<file path="config.mk">
export PLATFORM = sky130hd
export DESIGN_NAME = cnn_operand_loader
export DESIGN_NICKNAME = d
export VERILOG_FILES = /design/src/rtl/cnn_operand_loader.sv
export SDC_FILE = /design/constraint.sdc
export NUM_CORES = 1
export LEC_CHECK = 0
export CAP_MARGIN = 20
export CELL_PAD_IN_SITES_DETAIL_PLACEMENT = 1
export CELL_PAD_IN_SITES_GLOBAL_PLACEMENT = 2
export CORE_UTILIZATION = 37
export CTS_BUF_LIST = sky130_fd_sc_hd__clkbuf_4 sky130_fd_sc_hd__clkbuf_8
export DETAILED_ROUTE_END_ITERATION = 10
export GPL_TIMING_DRIVEN = 0
export PLACE_DENSITY_LB_ADDON = 0.1
export SYNTH_ARGS = -nofsm -noshare
export SYNTH_HDL_FRONTEND = slang
export SYNTH_SLANG_ARGS = --single-unit
</file>
<file path="constraint.sdc">
create_clock -name Clk -period 5.75 [get_ports Clk]
set_clock_uncertainty 0.1 [all_clocks]
set_input_delay 1.725 -clock Clk [delete_from_list [all_inputs] [get_ports Clk]]
set_output_delay 1.725 -clock Clk [all_outputs]
set_load 0.05 [all_outputs]
</file>
<file path="src/rtl/cnn_operand_loader.sv">
// Load/run/collect sequencer feeding the CNN accelerator from a byte stream.
// Optional trailing-checksum frame check enabled by defining CNN_LOADER_CHECKSUM_EN.
module cnn_operand_loader #(
    parameter int unsigned DATA_W     = 8,
    parameter int unsigned N_IN       = 16,
    parameter int unsigned N_NEU      = 4,
    parameter int unsigned RUN_CYCLES = 20
) (
    input  logic                          Clk,
    input  logic                          Rst,
    input  logic                          Clr,
    input  logic [DATA_W-1:0]             S_Data,
    input  logic                          S_Valid,
    output logic                          S_Ready,
    output logic [N_IN*DATA_W-1:0]        In_Flat,
    output logic [N_NEU*N_IN*DATA_W-1:0]  W_Flat,
    output logic                          Acc_Rst,
    input  logic [2*DATA_W-1:0]           CNN_OUT,
    output logic [2*DATA_W-1:0]           Res_Data,
    output logic                          Res_Valid,
    input  logic                          Res_Ready,
    output logic                          Busy,
    output logic                          Err
);

    localparam int unsigned L = N_IN * (1 + N_NEU);
`ifdef CNN_LOADER_CHECKSUM_EN
    localparam int unsigned FRAME_BYTES = L + 1;
`else
    localparam int unsigned FRAME_BYTES = L;
`endif
    localparam int unsigned CNT_W = $clog2(FRAME_BYTES + 1);
    localparam int unsigned RUN_W = (RUN_CYCLES > 1) ? $clog2(RUN_CYCLES) : 1;

    typedef enum logic [1:0] {
        StLoad,
        StRun,
        StHold
    } state_e;

    state_e                  state_q, state_d;
    logic [CNT_W-1:0]        cnt_q, cnt_d;
    logic [RUN_W-1:0]        run_q, run_d;
    logic                    res_valid_q, res_valid_d;
    logic [2*DATA_W-1:0]     res_data_q, res_data_d;
    logic                    slot_we;
    // Operand slots in stream order: inputs first, then weight banks.
    logic [L*DATA_W-1:0]     frame_q;

`ifdef CNN_LOADER_CHECKSUM_EN
    logic [DATA_W-1:0]       sum_q, sum_d;
    logic                    err_q, err_d;
`endif

    always_comb begin
        state_d     = state_q;
        cnt_d       = cnt_q;
        run_d       = run_q;
        res_valid_d = res_valid_q;
        res_data_d  = res_data_q;
        slot_we     = 1'b0;
`ifdef CNN_LOADER_CHECKSUM_EN
        sum_d       = sum_q;
        err_d       = err_q;
`endif
        if (Clr) begin
            // Clear beats any concurrent beat or result handshake.
            state_d     = StLoad;
            cnt_d       = '0;
            run_d       = '0;
            res_valid_d = 1'b0;
`ifdef CNN_LOADER_CHECKSUM_EN
            sum_d       = '0;
            err_d       = 1'b0;
`endif
        end else begin
            unique case (state_q)
                StLoad: begin
                    if (S_Valid) begin
                        if (cnt_q < CNT_W'(L)) begin
                            slot_we = 1'b1;
                        end
`ifdef CNN_LOADER_CHECKSUM_EN
                        if (cnt_q == CNT_W'(L)) begin
                            cnt_d = '0;
                            sum_d = '0;
                            // A sticky error blocks every frame until cleared.
                            if (S_Data != sum_q) begin
                                err_d = 1'b1;
                            end else if (!err_q) begin
                                state_d = StRun;
                            end
                        end else begin
                            cnt_d = cnt_q + 1'b1;
                            sum_d = sum_q + S_Data;
                        end
`else
                        if (cnt_q == CNT_W'(L - 1)) begin
                            cnt_d   = '0;
                            state_d = StRun;
                        end else begin
                            cnt_d = cnt_q + 1'b1;
                        end
`endif
                    end
                end
                StRun: begin
                    if (run_q == RUN_W'(RUN_CYCLES - 1)) begin
                        run_d       = '0;
                        res_data_d  = CNN_OUT;
                        res_valid_d = 1'b1;
                        state_d     = StHold;
                    end else begin
                        run_d = run_q + 1'b1;
                    end
                end
                StHold: begin
                    if (res_valid_q && Res_Ready) begin
                        res_valid_d = 1'b0;
                        cnt_d       = '0;
                        state_d     = StLoad;
                    end
                end
                default: begin
                    state_d = StLoad;
                end
            endcase
        end
    end

    always_ff @(posedge Clk or negedge Rst) begin
        if (!Rst) begin
            state_q     <= StLoad;
            cnt_q       <= '0;
            run_q       <= '0;
            res_valid_q <= 1'b0;
            res_data_q  <= '0;
        end else begin
            state_q     <= state_d;
            cnt_q       <= cnt_d;
            run_q       <= run_d;
            res_valid_q <= res_valid_d;
            res_data_q  <= res_data_d;
        end
    end

`ifdef CNN_LOADER_CHECKSUM_EN
    always_ff @(posedge Clk or negedge Rst) begin
        if (!Rst) begin
            sum_q <= '0;
            err_q <= 1'b0;
        end else begin
            sum_q <= sum_d;
            err_q <= err_d;
        end
    end

    assign Err = err_q;
`else
    assign Err = 1'b0;
`endif

    always_ff @(posedge Clk or negedge Rst) begin
        if (!Rst) begin
            frame_q <= '0;
        end else if (slot_we) begin
            for (int unsigned s = 0; s < L; s++) begin
                if (cnt_q == CNT_W'(s)) begin
                    frame_q[DATA_W*s +: DATA_W] <= S_Data;
                end
            end
        end
    end

    assign In_Flat   = frame_q[N_IN*DATA_W-1:0];
    assign W_Flat    = frame_q[L*DATA_W-1:N_IN*DATA_W];
    // Gated with Rst so the handshake and accelerator reset react without a clock.
    assign S_Ready   = Rst && (state_q == StLoad);
    assign Acc_Rst   = !Rst || (state_q != StRun);
    assign Busy      = (state_q == StRun) || (state_q == StHold);
    assign Res_Valid = res_valid_q;
    assign Res_Data  = res_data_q;

endmodule
</file>
==> results by group <==
Yosys
  – Cell taking the most area after synthesis: dfrtp_1
  – Post-Synth Simple-Gate Area: 0.0465
  – Largest family of logic cells by synthesized area: multiplexers
  – Asr flop ratio synth: 1.00
  – Count leader, synth: dfrtp_1
  – Post-synthesis compound-gate area fraction: 0.00588
  – Synth Area in XOR/XNOR: 0.000669
  – Mux cell area share after synthesis: 0.283
  – Top cells by count, synth: dfrtp_1 (671), mux2_2 (644), clkbuf_1 (75)
  – Leading post-synthesis cells by cell area: dfrtp_1 (64%), mux2_2 (28%), nor2_8 (1.5%)
  – EDFF count, synth: 0
  – Synth Instances: 1627
  – Post-Syn Area per Cell: 16.1 um2
  – Syn nets: 1665
  – Sequential fraction of the synthesis area: 0.641
  – Unique cell type count in the Yosys netlist: 47
  – Synth Cell Area: 26200 um2
  – Seq cells post-synth: 671
  – Top_reg_cell synth: dfrtp_1
  – Post-synthesis adder-cell area fraction: 0.00430
  – Yosys top cell area share: 0.641
  – Yosys warnings: 0

Critical path
  – CP endpoint kind: output pin
  – Critical Path AT: 3640 ps
  – Crit path kind: input port to output pin
  – WP data required: 3920 ps
  – Crit-path cells: buf_12, buf_16, and2_1, clkdlybuf4s50_1
  – CP max stage delay: 840 ps
  – Critical Path Fanout Max: 104
  – Critical-path top delay cell: clkdlybuf4s50_1
  – Worst setup SP type: input port

Global routing
  – Total track usage: 0.261
  – First-pass GRT wire length: 135 mm
  – Pin count of the biggest net entering global routing: 124
  – Vias in the first global route: 18.7k
  – Initial antenna violation count: 4
  – Overflow after GRT: 0

Floorplanning
  – Die W: 268 um
  – I/O pin count: 690
  – Rows: 97
  – Die Ht: 268 um
  – Initial core utilization: 0.374
  – Core Region: 70000 um2
  – Die ar.: 71800 um2

STA
  – Setup_tns: 0 ps
  – Final hold vios: 0
  – Slew @ Worst Pin: 1120 ps
  – Final Slew Violations: 0
  – Min Tclk post-route: 5460 ps
  – Max-slew headroom: 0.254
  – Tcrit/Tclk final: 0.950
  – Final setup margin: 289 ps
  – Final-report setup violation count: 0
  – Unrepaired setup endpoints after global routing: no
  – Max frequency: 183 MHz

Placement
  – Pre-CTS setup slack: -127 ps
  – DP Cell Count: 3257
  – Port buffer count: 679
  – Post-detailed-placement half-perimeter wirelength: 69.6 mm
  – GP Congestion: 0.810

CTS
  – Clk buf depth: 3
  – # clock sinks: 671
  – Clk_lat worst skew: 700 ps
  – Clk pin slew, worst setup/hold paths: 60 ps
  – Root Driver: clkbuf_8
  – CTS tree: yes
  – CTS Buf Count: 117
  – Cts hold-fix bufs: 0
  – Setup Fix Bufs, Post-CTS: 0
  – H-tree Lvls: 3

Detailed routing
  – Final ANT Viol Nets: 0
  – Post-DR wirelength/cell: 26.8 um
  – Final wirelength: 93.3 mm
  – Routed vias: 17.1k
  – DR DRC count: 0
  – Vias/cell: 4.90
  – DRT Pass-1 Iters: 6
  – 1st-iter DRT viols: 658

Cells and area
  – # fillers: 6804
  – Final Util: 0.530
  – Share of cells above drive strength 1: 0.380
  – Layout area overhead: 41.8%
  – Final Net Count: 2475
  – Fin cells: 3481

Power and ir drop
  – Pwr/cell area: 312 nW/um2
  – Static leakage: 0.0180 uW
  – Worst IR Drop VDD: 0.000190 V
  – Total power: 11600 uW

Outcome
  – Status: finished clean

Job
  – Max-cap violations: 0

Hold path
  – Hold Path Class: register to register
[cells by family after synthesis]
kind of cell,after synthesis
other,1
xor gates and xnor gates,2
AOI/OAI and AO/OA,26
adders and majority gates,9
muxes,658
DFF,671
buffers and inverters,112
and+or+nand+nor,148
[final cells by class]
type	count	area (um2)	share of cell area
inverters	9	33.8	0.000910
plain buffers	103	442	0.0119
repair buffers	691	7070	0.190
flip-flops and latches	671	16800	0.452
clock buffers	192	2470	0.0666
diodes	1	2.50	0.0000674
clock inverters	30	228	0.00613
multi-input cells	844	8910	0.240
well taps	940	1180	0.0317
[routing by layer]
| layer | GRT usage | part of all wire |
|---|---|---|
| met1 | 0.310 | 0.38 |
| met2 | 0.438 | 0.50 |
| met3 | 0.0847 | 0.081 |
| met4 | 0.104 | 0.039 |
| met5 | 0 | 0.00029 |
[cells in the final DEF (no fill, tap or decap), types with 18 or more instances in the layout]
cell             synthesis  layout
nand2_1                 27      27
clkbuf_8                 0     165
nand3_1                 18      18
clkbuf_4                 0      27
dfrtp_1                671     671
mux2_2                 644     644
clkbuf_1                75      75
clkdlybuf4s50_1          0     678
nand3_2                 25      25
nor2_8                  20      20
clkinv_2                 0      23
[sequential cells by signal, summed over array words and instances, names as in the netlist]
| signal | cells |
|---|---|
| Res_Data | 16 |
| Res_Valid | 1 |
| cnt_q | 7 |
| frame_q | 640 |
| run_q | 5 |
| state_q | 2 |
[critical path, delay by kind of cell]
family,cells,cell delay (ps)
buffers and inverters,3,1550
AND/OR/NAND/NOR,1,190
[metrics by stage]
step,hold slack (ps),area [um2]
after floorplan,413,26200
after global placement,369,34200
after detailed placement,377,34400
after CTS,393,37100
after global routing,410,37100
final,391,37100
[path summary, 6_finish.rpt]
| kind | start | to | slack [ps] | cells past startpoint |
|---|---|---|---|---|
| setup / recovery | Rst | S_Ready | 290 | 4 |
| hold / removal | frame_q[393] | frame_q[393] | 390 | 1 |
| setup reg to reg | cnt_q[0] | frame_q[391] | 2630 | 6 |
| hold reg to reg | frame_q[393] | frame_q[393] | 390 | 1 |
| max in group asynchronous | Rst | Res_Data[14] | 2530 | 4 |
| min in group asynchronous | Rst | frame_q[292] | 820 | 1 |
[what timing repair did]
action	4_1_cts	5_1_grt
gates cloned	0	1
hold endpoints to repair	0	0
endpoints found under the setup margin	1	1
gates resized for setup	1	0
[power breakdown]
part	internal (uW)	switching [uW]	total, uW
logic	502	1230	1730
clock network	2820	2060	4870
registers	4890	104	4990
total	8200	3390	11600
Power figures use the tool's default switching activity.
